File: src/rtl/boot_reset_seq_if.sv
// Board boot/reset signal bundle between the board top and boot_reset_seq.
// The sequencer uses the slave view; the board side (or a bench) uses master.
interface boot_reset_seq_if;
  logic       pll_lock;
  logic       btn_rst;
  logic       init_done;
  logic       loader_txd;
  logic       soc_txd;
  logic       soc_rst_n;
  logic       o_tx;
  logic       tx_sel;
  logic [2:0] boot_state;
  logic [7:0] rst_count;

  modport master (
    output pll_lock,
    output btn_rst,
    output init_done,
    output loader_txd,
    output soc_txd,
    input  soc_rst_n,
    input  o_tx,
    input  tx_sel,
    input  boot_state,
    input  rst_count
  );

  modport slave (
    input  pll_lock,
    input  btn_rst,
    input  init_done,
    input  loader_txd,
    input  soc_txd,
    output soc_rst_n,
    output o_tx,
    output tx_sel,
    output boot_state,
    output rst_count
  );
endinterface

File: src/rtl/boot_reset_seq.sv
// Board reset and boot sequencer: qualifies PLL lock, holds the SoC in reset
// for a fixed window, debounces the user reset button and hands the single
// UART TX pin from the loader to the SoC only during an idle gap on the line.
module boot_reset_seq #(
  parameter int POR_CYCLES      = 21,
  parameter int DEBOUNCE_CYCLES = 270000,
  parameter int IDLE_CYCLES     = 2344,
  parameter int LOCK_CYCLES     = 64
) (
  input  logic            clk,
  input  logic            rst,
  boot_reset_seq_if.slave bus
);

  localparam int LOCK_W = $clog2(LOCK_CYCLES + 1);
  localparam int HOLD_W = $clog2(POR_CYCLES + 1);
  localparam int IDLE_W = $clog2(IDLE_CYCLES + 1);
  localparam int DB_W   = $clog2(DEBOUNCE_CYCLES + 1);

  typedef enum logic [2:0] {
    WAIT_LOCK = 3'd0,
    POR_HOLD  = 3'd1,
    LOADER    = 3'd2,
    SWITCH    = 3'd3,
    RUN       = 3'd4
  } state_t;

  // synchronizers
  logic lock_meta_q, lock_meta_d;
  logic lock_sync_q, lock_sync_d;
  logic btn_meta_q,  btn_meta_d;
  logic btn_sync_q,  btn_sync_d;

  // debounce
  logic            db_level_q, db_level_d;
  logic            db_prev_q,  db_prev_d;
  logic [DB_W-1:0] db_cnt_q,   db_cnt_d;
  logic            btn_press;

  // sequencer
  state_t            state_q,    state_d;
  logic [LOCK_W-1:0] lock_cnt_q, lock_cnt_d;
  logic [HOLD_W-1:0] hold_cnt_q, hold_cnt_d;
  logic [IDLE_W-1:0] idle_cnt_q, idle_cnt_d;
  logic [7:0]        rst_count_q, rst_count_d;

  // registered outputs
  logic soc_rst_n_q, soc_rst_n_d;
  logic tx_sel_q,    tx_sel_d;
  logic o_tx_q,      o_tx_d;

  logic lines_idle;
  logic lock_lost;

  // Two-flop synchronizers for the asynchronous lock and button inputs.
  always_comb begin
    lock_meta_d = bus.pll_lock;
    lock_sync_d = lock_meta_q;
    btn_meta_d  = bus.btn_rst;
    btn_sync_d  = btn_meta_q;
  end

  // Debounce: the accepted level flips only after the synced button has
  // disagreed with it for a full run of consecutive cycles; any agreement
  // in between restarts the run.
  always_comb begin
    db_level_d = db_level_q;
    db_prev_d  = db_level_q;
    db_cnt_d   = '0;
    if (btn_sync_q != db_level_q) begin
      if (db_cnt_q == DB_W'(DEBOUNCE_CYCLES - 1)) begin
        db_level_d = btn_sync_q;
        db_cnt_d   = '0;
      end else begin
        db_cnt_d = db_cnt_q + 1'b1;
      end
    end
  end

  assign btn_press  = db_level_q & ~db_prev_q;
  assign lines_idle = bus.loader_txd & bus.soc_txd;
  assign lock_lost  = ~lock_sync_q && (state_q != WAIT_LOCK);

  // Press counter saturates so a stuck or abused button never wraps to zero.
  always_comb begin
    rst_count_d = rst_count_q;
    if (btn_press && (rst_count_q != 8'hFF)) begin
      rst_count_d = rst_count_q + 8'd1;
    end
  end

  // Boot sequence next state, with lock loss overriding a button press and
  // the press overriding anything the current state would do.
  always_comb begin
    state_d    = state_q;
    lock_cnt_d = lock_cnt_q;
    hold_cnt_d = hold_cnt_q;
    idle_cnt_d = idle_cnt_q;

    unique case (state_q)
      WAIT_LOCK: begin
        hold_cnt_d = '0;
        idle_cnt_d = '0;
        if (!lock_sync_q) begin
          lock_cnt_d = '0;
        end else if (lock_cnt_q == LOCK_W'(LOCK_CYCLES)) begin
          state_d    = POR_HOLD;
          lock_cnt_d = '0;
        end else begin
          lock_cnt_d = lock_cnt_q + 1'b1;
        end
      end
      POR_HOLD: begin
        if (hold_cnt_q == HOLD_W'(POR_CYCLES - 1)) begin
          state_d    = LOADER;
          hold_cnt_d = '0;
        end else begin
          hold_cnt_d = hold_cnt_q + 1'b1;
        end
      end
      LOADER: begin
        if (bus.init_done) begin
          state_d    = SWITCH;
          idle_cnt_d = '0;
        end
      end
      SWITCH: begin
        if (!lines_idle) begin
          idle_cnt_d = '0;
        end else if (idle_cnt_q == IDLE_W'(IDLE_CYCLES - 1)) begin
          state_d    = RUN;
          idle_cnt_d = '0;
        end else begin
          idle_cnt_d = idle_cnt_q + 1'b1;
        end
      end
      RUN: begin
        state_d = RUN;
      end
      default: begin
        state_d    = WAIT_LOCK;
        lock_cnt_d = '0;
        hold_cnt_d = '0;
        idle_cnt_d = '0;
      end
    endcase

    // A press while still waiting for lock does not skip lock qualification;
    // it is only counted.
    if (lock_lost) begin
      state_d    = WAIT_LOCK;
      lock_cnt_d = '0;
      hold_cnt_d = '0;
      idle_cnt_d = '0;
    end else if (btn_press && (state_q != WAIT_LOCK)) begin
      state_d    = POR_HOLD;
      hold_cnt_d = '0;
      idle_cnt_d = '0;
    end
  end

  // Outputs are decoded from the next state so they register together with it;
  // the TX mux uses the registered select so the pin changes source one edge
  // after the select does.
  always_comb begin
    soc_rst_n_d = (state_d != WAIT_LOCK) && (state_d != POR_HOLD);
    tx_sel_d    = (state_d == RUN);
    o_tx_d      = tx_sel_q ? bus.soc_txd : bus.loader_txd;
  end

  // All state registers, with a synchronous restart to a quiet line and held reset.
  always_ff @(posedge clk) begin
    if (rst) begin
      lock_meta_q <= 1'b0;
      lock_sync_q <= 1'b0;
      btn_meta_q  <= 1'b0;
      btn_sync_q  <= 1'b0;
      db_level_q  <= 1'b0;
      db_prev_q   <= 1'b0;
      db_cnt_q    <= '0;
      state_q     <= WAIT_LOCK;
      lock_cnt_q  <= '0;
      hold_cnt_q  <= '0;
      idle_cnt_q  <= '0;
      rst_count_q <= '0;
      soc_rst_n_q <= 1'b0;
      tx_sel_q    <= 1'b0;
      o_tx_q      <= 1'b1;
    end else begin
      lock_meta_q <= lock_meta_d;
      lock_sync_q <= lock_sync_d;
      btn_meta_q  <= btn_meta_d;
      btn_sync_q  <= btn_sync_d;
      db_level_q  <= db_level_d;
      db_prev_q   <= db_prev_d;
      db_cnt_q    <= db_cnt_d;
      state_q     <= state_d;
      lock_cnt_q  <= lock_cnt_d;
      hold_cnt_q  <= hold_cnt_d;
      idle_cnt_q  <= idle_cnt_d;
      rst_count_q <= rst_count_d;
      soc_rst_n_q <= soc_rst_n_d;
      tx_sel_q    <= tx_sel_d;
      o_tx_q      <= o_tx_d;
    end
  end

  assign bus.soc_rst_n  = soc_rst_n_q;
  assign bus.tx_sel     = tx_sel_q;
  assign bus.o_tx       = o_tx_q;
  assign bus.boot_state = state_q;
  assign bus.rst_count  = rst_count_q;

endmodule
File: src/flat_wrapper.sv
// flat-port wrapper written by rule: the top's interface ports become plain ports
module boot_reset_seq_flat 
#(
  parameter int POR_CYCLES      = 21,
  parameter int DEBOUNCE_CYCLES = 270000,
  parameter int IDLE_CYCLES     = 2344,
  parameter int LOCK_CYCLES     = 64
)
  (clk, rst, bus_pll_lock, bus_btn_rst, bus_init_done, bus_loader_txd, bus_soc_txd, bus_soc_rst_n, bus_o_tx, bus_tx_sel, bus_boot_state, bus_rst_count);
  boot_reset_seq_if bus_i ();
  input  logic clk;
  input  logic rst;
  input wire logic [$bits(bus_i.pll_lock)-1:0] bus_pll_lock;
  input wire logic [$bits(bus_i.btn_rst)-1:0] bus_btn_rst;
  input wire logic [$bits(bus_i.init_done)-1:0] bus_init_done;
  input wire logic [$bits(bus_i.loader_txd)-1:0] bus_loader_txd;
  input wire logic [$bits(bus_i.soc_txd)-1:0] bus_soc_txd;
  output wire logic [$bits(bus_i.soc_rst_n)-1:0] bus_soc_rst_n;
  output wire logic [$bits(bus_i.o_tx)-1:0] bus_o_tx;
  output wire logic [$bits(bus_i.tx_sel)-1:0] bus_tx_sel;
  output wire logic [$bits(bus_i.boot_state)-1:0] bus_boot_state;
  output wire logic [$bits(bus_i.rst_count)-1:0] bus_rst_count;
  assign bus_i.pll_lock = bus_pll_lock;
  assign bus_i.btn_rst = bus_btn_rst;
  assign bus_i.init_done = bus_init_done;
  assign bus_i.loader_txd = bus_loader_txd;
  assign bus_i.soc_txd = bus_soc_txd;
  assign bus_soc_rst_n = bus_i.soc_rst_n;
  assign bus_o_tx = bus_i.o_tx;
  assign bus_tx_sel = bus_i.tx_sel;
  assign bus_boot_state = bus_i.boot_state;
  assign bus_rst_count = bus_i.rst_count;
  boot_reset_seq #(.POR_CYCLES(POR_CYCLES), .DEBOUNCE_CYCLES(DEBOUNCE_CYCLES), .IDLE_CYCLES(IDLE_CYCLES), .LOCK_CYCLES(LOCK_CYCLES)) u_core (.clk(clk), .rst(rst), .bus(bus_i));
endmodule
File: config.mk
export PLATFORM = sky130hd
export DESIGN_NAME = boot_reset_seq_flat
export DESIGN_NICKNAME = d
export VERILOG_FILES = /design/src/rtl/boot_reset_seq_if.sv /design/src/rtl/boot_reset_seq.sv /design/src/flat_wrapper.sv
export SDC_FILE = /design/constraint.sdc
export NUM_CORES = 1
export LEC_CHECK = 0
export BUFFER_PORTS_ARGS = -buffer_cell sky130_fd_sc_hd__buf_4
export CAP_MARGIN = 30
export CORE_ASPECT_RATIO = 1.5
export CORE_MARGIN = 10
export CORE_UTILIZATION = 50
export CTS_CLUSTER_SIZE = 8
export DETAILED_ROUTE_END_ITERATION = 12
export PLACE_DENSITY_LB_ADDON = 0.3
export SETUP_SLACK_MARGIN = 0.15
export SLEW_MARGIN = 5
export SYNTH_ARGS = -nofsm -noshare
export SYNTH_HDL_FRONTEND = slang
export SYNTH_SLANG_ARGS = --single-unit
File: constraint.sdc
create_clock -name clk -period 2.2 [get_ports clk]
set_input_delay 0.11 -clock clk [delete_from_list [all_inputs] [get_ports clk]]
set_output_delay 0.11 -clock clk [all_outputs]
set_load 0.02 [all_outputs]
==> impl_metrics.prom, run 1 <==
# TYPE chip_impl_metric gauge
chip_impl_info{name="worst_hold_path.endpoint",value="u_core.bus.rst_count[3]$_SDFFE_PP0P_"} 1
chip_impl_metric{name="die_area",unit="sq um"} 9973
chip_impl_metric{name="report.final.setup_viol",unit=""} 0
chip_impl_info{name="cts_tree",value="built"} 1
chip_impl_metric{name="use_met3",unit=""} 0.03809
chip_impl_metric{name="required",unit="ns"} 2.46
chip_impl_metric{name="mappedNetlistArea",unit="sq um"} 3163
chip_impl_info{name="worstHoldPathType",value="in -> reg"} 1
chip_impl_info{name="cts-root-buf",value="clkbuf_8"} 1
chip_impl_metric{name="postSynthNetCount",unit=""} 358
chip_impl_info{name="grt_setup_unrepaired",value="no"} 1
chip_impl_metric{name="grt_first_pass_wirelength",unit="um"} 11350
chip_impl_info{name="cell_taking_the_most_area_after_synthesis",value="dfxtp_1"} 1
chip_impl_info{name="type_of_the_setup_path_with_the_least_slack",value="reg -> reg"} 1
chip_impl_metric{name="antenna_found_initial",unit=""} 0
chip_impl_metric{name="fp.dieH",unit="um"} 117.4
chip_impl_metric{name="detailroute.via_count",unit=""} 2621
chip_impl_metric{name="cts_num_sinks",unit=""} 63
chip_impl_metric{name="grt.met1_usage",unit=""} 0.1383
chip_impl_metric{name="async_flop_share",unit=""} 0
chip_impl_info{name="outcome",value="complete, no violations"} 1
chip_impl_metric{name="routedWlPerCell",unit="um"} 14.21
chip_impl_info{name="hold_path.startpoint",value="rst"} 1
chip_impl_metric{name="setup_slack_reg_to_reg",unit="ns"} 0.38
chip_impl_metric{name="drt-initial-drc-count",unit=""} 142
chip_impl_metric{name="crit_path_max_fanout",unit=""} 11
chip_impl_metric{name="grt-ovfl-total",unit=""} 0
chip_impl_metric{name="fp-row-count",unit=""} 35
chip_impl_metric{name="tritoncts.num_buffers",unit=""} 9
chip_impl_metric{name="die-width",unit="um"} 84.94
chip_impl_metric{name="synth_cell_types",unit=""} 65
chip_impl_metric{name="floorplan.core_area",unit="sq um"} 6131
chip_impl_metric{name="number_of_synthesized_flops_with_an_enable_pin",unit=""} 0
chip_impl_metric{name="accumulated_negative_setup_slack",unit="ns"} 0
chip_impl_metric{name="wp_data_arrival",unit="ns"} 2.08
chip_impl_info{name="critical_path.slowest_cell",value="or4b_4"} 1
chip_impl_info{name="reg_to_reg_critical_path_startpoint",value="u_core.bus.boot_state[2]$_SDFF_PP0_"} 1
chip_impl_metric{name="globalplace.congestion",unit=""} 0.8413
chip_impl_metric{name="ios",unit=""} 21
chip_impl_metric{name="yosysSeqAreaShare",unit=""} 0.3987
chip_impl_metric{name="cellPowerDensity",unit="nW/um^2"} 606.2
chip_impl_metric{name="clk_path_buf_depth",unit=""} 2
chip_impl_metric{name="worstRegToRegCells",unit=""} 5
chip_impl_metric{name="areaGrowthSynthToFinish",unit="%"} 15.19
chip_impl_metric{name="max_slew_margin",unit=""} 0.5779
chip_impl_metric{name="via_per_inst",unit=""} 5.748
chip_impl_metric{name="max_slew.worst_pin.slew",unit="ns"} 0.6246
chip_impl_metric{name="detail_route.drc_violations",unit=""} 0
chip_impl_metric{name="vdd_drop_max",unit="mV"} 0.4324
chip_impl_metric{name="final_antenna_net_count",unit=""} 0
chip_impl_metric{name="postSynthCellCount",unit=""} 344
chip_impl_info{name="synth.most_common_cell",value="dfxtp_1"} 1
chip_impl_metric{name="worst-path-buf-inv",unit=""} 1
chip_impl_metric{name="fin_nets",unit=""} 391
chip_impl_metric{name="maxCapViolCount",unit=""} 0
chip_impl_info{name="cp_cell_sequence",value="buf_4 > or4b_4 > a21oi_4 > o21ai_1 > a311oi_1"} 1
chip_impl_info{name="top_cells_by_area_synth",value="dfxtp_1, nor2_1, xor2_1"} 1
chip_impl_metric{name="ratio_of_cells_with_drive_above_1_in_the_final_layout",unit=""} 0.1937
chip_impl_metric{name="worst_path_largest_cell_delay",unit="ns"} 0.51
chip_impl_metric{name="fin_total_pwr",unit="mW"} 2.209
chip_impl_metric{name="cts.reportedPaths.clkPinSlew",unit="ns"} 0.07
chip_impl_metric{name="wl",unit="um"} 6479
chip_impl_metric{name="grt_util_all_layers",unit=""} 0.1330
chip_impl_metric{name="yosys_warnings",unit=""} 0
chip_impl_metric{name="final_min_period_over_clock_period",unit=""} 0.8282
chip_impl_metric{name="slew_violations",unit=""} 0
chip_impl_metric{name="worst_clock_skew",unit="ns"} 0.006237
chip_impl_info{name="synth_top_cells_by_count",value="dfxtp_1, nor2_1, nand2_1"} 1
chip_impl_info{name="synth_flop_cell",value="dfxtp_1"} 1
chip_impl_metric{name="insertedDiodeCount",unit=""} 0
chip_impl_metric{name="synth_register_bits",unit=""} 63
chip_impl_metric{name="pin_count_of_the_biggest_net_entering_global_routing",unit=""} 21
chip_impl_metric{name="final.fill_count",unit=""} 578
chip_impl_metric{name="post-route-min-period",unit="ns"} 1.822
chip_impl_metric{name="max_clock_freq",unit="MHz"} 548.8
chip_impl_info{name="crit_path_end_kind",value="flop"} 1
chip_impl_info{name="critical_path.startpoint_type",value="flop"} 1
chip_impl_metric{name="insertion_delay",unit="ns"} 0.34
chip_impl_metric{name="use_met2",unit=""} 0.2299
chip_impl_metric{name="leakage",unit="nW"} 1.205
chip_impl_metric{name="first_global_vias",unit=""} 2637
chip_impl_metric{name="cts_resized",unit=""} 0
chip_impl_metric{name="dp_hpwl",unit="um"} 4622
chip_impl_metric{name="cts_max_level",unit=""} 3
chip_impl_metric{name="initial_utilization",unit=""} 0.5159
chip_impl_metric{name="port_buffers",unit=""} 20
chip_impl_metric{name="report.final.hold_viol_count",unit=""} 0
chip_impl_metric{name="hold_path_depth",unit=""} 2
chip_impl_metric{name="drt-pass1-iter-count",unit=""} 4
chip_impl_metric{name="synth_largest_type_area_fraction",unit=""} 0.3987
chip_impl_info{name="cp_top_family",value="compound AO/OA/AOI/OAI gates"} 1
chip_impl_metric{name="synth_area_per_cell",unit="sq um"} 9.195
chip_impl_info{name="r2r-end",value="u_core.lock_cnt_q[5]$_SDFFE_PP0P_"} 1
chip_impl_info{name="globalRoute.busiestLayer",value="met2"} 1
## how the worst max path moves through the flow
stage                                   startpoint                                  end  depth (start not counted)
2_1_floorplan        u_core.db_cnt_q[0]$_SDFF_PP0_        u_core.db_cnt_q[5]$_SDFF_PP0_                          6
3_3_place_gp         u_core.db_cnt_q[0]$_SDFF_PP0_        u_core.db_cnt_q[3]$_SDFF_PP0_                          5
3_5_place_dp         u_core.db_cnt_q[0]$_SDFF_PP0_        u_core.db_cnt_q[3]$_SDFF_PP0_                          5
4_1_cts              u_core.db_cnt_q[0]$_SDFF_PP0_        u_core.db_cnt_q[3]$_SDFF_PP0_                          5
5_1_grt        u_core.bus.boot_state[2]$_SDFF_PP0_  u_core.bus.boot_state[0]$_SDFF_PP0_                          4
6_report       u_core.bus.boot_state[2]$_SDFF_PP0_    u_core.lock_cnt_q[5]$_SDFFE_PP0P_                          5
## layer usage
metal	up-vias	routed length, um
li1	1338	-
met1	1235	2614
met2	37	3506
met3	11	204
met4	0	153
met5	-	0
## report_power, final
group          switching, mW  leakage (nW)  total [mW]  internal, mW
Clock                  0.455        0.0981        1.00         0.547
Sequential           0.00328         0.508        1.15          1.15
Combinational         0.0324         0.598      0.0578        0.0254
Total                  0.491          1.20        2.21          1.72
## cells in the final DEF, fill, tap and decap left out, types with 4 or more instances in the layout
cell type      instances
a21oi_1               13
a31oi_1                4
and3_1                 4
and4_1                 5
buf_4                 28
clkbuf_8              10
dfxtp_1               63
dlygate4sd3_1          4
ha_1                   7
inv_1                 10
mux2i_1                5
nand2_1               23
nand3_1               18
nand4_1                9
nor2_1                33
nor2b_1                6
nor3_1                 9
nor3_2                 7
o21ai_0               11
o21ai_1                6
or3_1                 10
xnor2_1                8
xor2_1                14
## cell type report
| type | count | area [sq um] | area share |
|---|---|---|---|
| Clock inverter | 6 | 60.06 | 0.01648 |
| Tap cell | 74 | 92.59 | 0.02541 |
| Multi-Input combinational cell | 259 | 1780 | 0.4887 |
| Timing Repair Buffer | 33 | 270.3 | 0.07418 |
| Clock buffer | 10 | 137.6 | 0.03777 |
| Sequential cell | 63 | 1261 | 0.3462 |
| Inverter | 11 | 41.29 | 0.01133 |
## through the flow
| stage | instances | hold WS (ns) | worst slack, ns | cell area [sq um] | util |
|---|---|---|---|---|---|
| after floorplan | 344 | 0.1816 | 0.4346 | 3163 | - |
| after global placement | 435 | 0.3184 | 0.3251 | 3386 | 0.5522 |
| after detailed placement | 435 | 0.3289 | 0.2368 | 3386 | 0.5522 |
| after CTS | 455 | 0.03345 | 0.2321 | 3623 | 0.5910 |
| after global routing | 456 | 0.05553 | 0.1594 | 3643 | 0.5943 |
| final | 456 | 0.04646 | 0.3780 | 3643 | 0.5943 |
## cells by family after synthesis
group | count (synthesis) | share of synthesized area
compound gates | 71 | 0.1685
mux | 6 | 0.01938
fa+ha+maj | 7 | 0.02769
flops | 63 | 0.3987
buf+inv | 22 | 0.03837
xor+xnor | 23 | 0.06962
simple gates | 152 | 0.2777
## state kept, by name, summed over array words and instances (netlist names), 3 cells and up
name	flops
u_core.db_cnt_q	19
u_core.idle_cnt_q	12
u_core.bus.rst_count	8
u_core.lock_cnt_q	7
u_core.hold_cnt_q	5
u_core.bus.boot_state	3
## repair_timing
action,4_1_cts,5_1_grt
hold buffers,4,0
endpoints found under the hold margin,3,0
buffers inserted,0,1
endpoints found under the setup margin,0,17
Power figures use the tool's default switching activity.
==> inputs of run 2 (changes only) <==
==> constraint.sdc (replaced) <==
create_clock -name clk -period 1.6 [get_ports clk]
set_input_delay 0.08 -clock clk [delete_from_list [all_inputs] [get_ports clk]]
set_output_delay 0.08 -clock clk [all_outputs]
set_load 0.02 [all_outputs]
==> run 2 against run 1 <==
  * Largest cell class unchanged
  * Sequential share of layout area decreased by 6.6 points
  * First-iteration DRC count increased by 4.2%
  * Critical path type unchanged
  * The run now ends with negative setup slack left
  * Setup slack got worse by 0.45 ns
  * Wire length increased by 29%
==> impl_metrics.prom, run 2 (same netlist as run 1, synthesis figures left out) <==
# TYPE chip_impl_metric gauge
chip_impl_info{name="most-common-layout-cells",value="buf_4, dfxtp_1, nor2_1, nand2_1, nand3_1"} 1
chip_impl_metric{name="die-width",unit="um"} 84.94
chip_impl_metric{name="max_slew_margin",unit=""} 0.6744
chip_impl_metric{name="final_antenna_net_count",unit=""} 0
chip_impl_metric{name="ratio_of_cells_with_drive_above_1_in_the_final_layout",unit=""} 0.4855
chip_impl_metric{name="fp.dieH",unit="um"} 117.4
chip_impl_metric{name="insertion_delay",unit="ns"} 0.35
chip_impl_info{name="layout_commonest_cell",value="buf_4"} 1
chip_impl_metric{name="antenna_found_initial",unit=""} 0
chip_impl_metric{name="via_per_inst",unit=""} 5.762
chip_impl_metric{name="max_clock_freq",unit="MHz"} 597.7
chip_impl_metric{name="detailedPlace.worstSlack",unit="ns"} -0.1995
chip_impl_metric{name="final_min_period_over_clock_period",unit=""} 1.046
chip_impl_metric{name="maxCapViolCount",unit=""} 0
chip_impl_metric{name="globalplace.congestion",unit=""} 0.8406
chip_impl_metric{name="vdd_drop_max",unit="mV"} 0.7425
chip_impl_metric{name="worst_clock_skew",unit="ns"} 0.01326
chip_impl_metric{name="accumulated_negative_setup_slack",unit="ns"} -0.9885
chip_impl_metric{name="wl",unit="um"} 8377
chip_impl_metric{name="worst_path_largest_cell_delay",unit="ns"} 0.49
chip_impl_metric{name="report.final.hold_viol_count",unit=""} 0
chip_impl_metric{name="cts.reportedPaths.clkPinSlew",unit="ns"} 0.08
chip_impl_metric{name="fin_nets",unit=""} 456
chip_impl_info{name="outcome",value="complete, but fails checks"} 1
chip_impl_metric{name="cellPowerDensity",unit="nW/um^2"} 697.8
chip_impl_info{name="critical_path.slowest_cell",value="or4_4"} 1
chip_impl_metric{name="pin_count_of_the_biggest_net_entering_global_routing",unit=""} 20
chip_impl_metric{name="worstRegToRegCells",unit=""} 6
chip_impl_metric{name="routedWlPerCell",unit="um"} 16.08
chip_impl_metric{name="finalNonFillerCells",unit=""} 521
chip_impl_metric{name="postLayoutCoreUtil",unit=""} 0.7524
chip_impl_metric{name="grt_first_pass_wirelength",unit="um"} 13290
chip_impl_metric{name="clk_path_buf_depth",unit=""} 2
chip_impl_metric{name="areaGrowthSynthToFinish",unit="%"} 45.85
chip_impl_metric{name="grt-ovfl-total",unit=""} 0
chip_impl_metric{name="hold_path_depth",unit=""} 4
chip_impl_info{name="crit_path_end_kind",value="flop"} 1
chip_impl_info{name="worstHoldPathType",value="in -> reg"} 1
chip_impl_metric{name="max_slew.worst_pin.slew",unit="ns"} 0.4866
chip_impl_metric{name="grt_util_all_layers",unit=""} 0.1561
chip_impl_metric{name="wp_data_arrival",unit="ns"} 1.95
chip_impl_metric{name="drt-pass1-iter-count",unit=""} 5
chip_impl_info{name="grt_setup_unrepaired",value="yes"} 1
chip_impl_metric{name="port_buffers",unit=""} 20
chip_impl_info{name="violations",value="negative setup slack"} 1
chip_impl_metric{name="die_area",unit="sq um"} 9973
chip_impl_info{name="regMostFlops",value="u_core.db_cnt_q"} 1
chip_impl_metric{name="required",unit="ns"} 1.88
chip_impl_metric{name="detail_route.drc_violations",unit=""} 0
chip_impl_metric{name="crit_path_max_fanout",unit=""} 4
chip_impl_metric{name="initial_utilization",unit=""} 0.5159
chip_impl_info{name="critical_path.startpoint_type",value="flop"} 1
chip_impl_metric{name="placed_cells_incl_taps",unit=""} 477
chip_impl_metric{name="setup_ws",unit="ns"} -0.07308
chip_impl_metric{name="floorplan.core_area",unit="sq um"} 6131
chip_impl_metric{name="detailroute.via_count",unit=""} 3002
chip_impl_metric{name="cts_num_sinks",unit=""} 63
chip_impl_info{name="type_of_the_setup_path_with_the_least_slack",value="reg -> reg"} 1
chip_impl_metric{name="insertedDiodeCount",unit=""} 0
chip_impl_metric{name="whs",unit="ns"} 0.1793
chip_impl_metric{name="drt-initial-drc-count",unit=""} 148
chip_impl_metric{name="ios",unit=""} 21
chip_impl_metric{name="dp_hpwl",unit="um"} 5274
chip_impl_metric{name="leakage",unit="nW"} 1.595
chip_impl_metric{name="fp-row-count",unit=""} 35
chip_impl_info{name="cts-root-buf",value="clkbuf_8"} 1
chip_impl_metric{name="post-route-min-period",unit="ns"} 1.673
chip_impl_metric{name="first_global_vias",unit=""} 2966
chip_impl_info{name="cts_tree",value="built"} 1
chip_impl_metric{name="largest_register_ffs",unit=""} 19
chip_impl_metric{name="slew_violations",unit=""} 0
chip_impl_metric{name="tritoncts.num_buffers",unit=""} 9
chip_impl_metric{name="cts_max_level",unit=""} 3
chip_impl_metric{name="report.final.setup_viol",unit=""} 27
chip_impl_info{name="cp_cell_sequence",value="buf_6 > xnor2_4 > buf_4 > o211ai_4 > or4_4 > a211oi_2"} 1
-- run 2: changes by cell type in the layout (fill, tap and decap cells not counted), moves of 6 or more --
cell and change:
o21ai_0 -6, buf_4 +49, buf_6 +13, or3_1 -6
nor2_1 -7, or3_4 +6, dfxtp_2 +15, a21oi_2 +7
a21oi_1 -8, dfxtp_1 -18
-- run 2: what timing repair did --
action,4_1_cts,5_1_grt
setup endpoints to repair,45,52
buffers inserted,13,9
endpoints found under the hold margin,5,0
cloned,1,0
resized for setup,53,50
pin swaps,26,31
hold buffers,5,0
-- run 2: per-layer routing --
metal	global-route usage	up-vias	part of all wire
met5	0	-	0
met4	0.07851	0	0.037
met3	0.04017	27	0.034
met2	0.2907	57	0.56
met1	0.1495	1454	0.37
li1	-	1464	-
-- run 2: worst paths after layout --
| check | from | slack, ns | endpoint |
|---|---|---|---|
| min reg2reg | u_core.btn_meta_q$_SDFF_PP0_ | 0.44 | u_core.btn_sync_q$_SDFF_PP0_ |
| min | bus_soc_txd | 0.18 | u_core.bus.boot_state[0]$_SDFF_PP0_ |
| max reg2reg | u_core.bus.boot_state[2]$_SDFF_PP0_ | -0.07 | u_core.idle_cnt_q[11]$_SDFFE_PP0P_ |
| max | u_core.bus.boot_state[2]$_SDFF_PP0_ | -0.07 | u_core.idle_cnt_q[11]$_SDFFE_PP0P_ |
-- run 2: final cells by class --
class	count	area, sq um
Tap cell	74	92.59
Clock inverter	4	50.05
Fill cell	417	1518
Multi-Input combinational cell	260	2148
Sequential cell	63	1291
Clock buffer	12	176.4
Timing Repair Buffer	97	809.5
Inverter	11	45.04
-- run 2: critical path: cells and delay by family (launching register included) --
kind,cells,cell delay (ns)
compound gates,2,0.28
xor+xnor,1,0.21
buf+inv,2,0.29
flops,1,0.34
simple gates,1,0.49
-- run 2: through the flow --
stage          total power [mW]  instance area (sq um)
5_1_grt                   3.315                   4613
4_1_cts                   3.227                   4359
3_5_place_dp              1.695                   3781
2_1_floorplan             1.655                   3239
6_report                  3.219                   4613
3_3_place_gp              1.693                   3781
-- run 2: power by group --
part	switching, mW	internal [mW]
clock network	0.638	0.896
registers	0.00341	1.57
logic	0.0589	0.0526
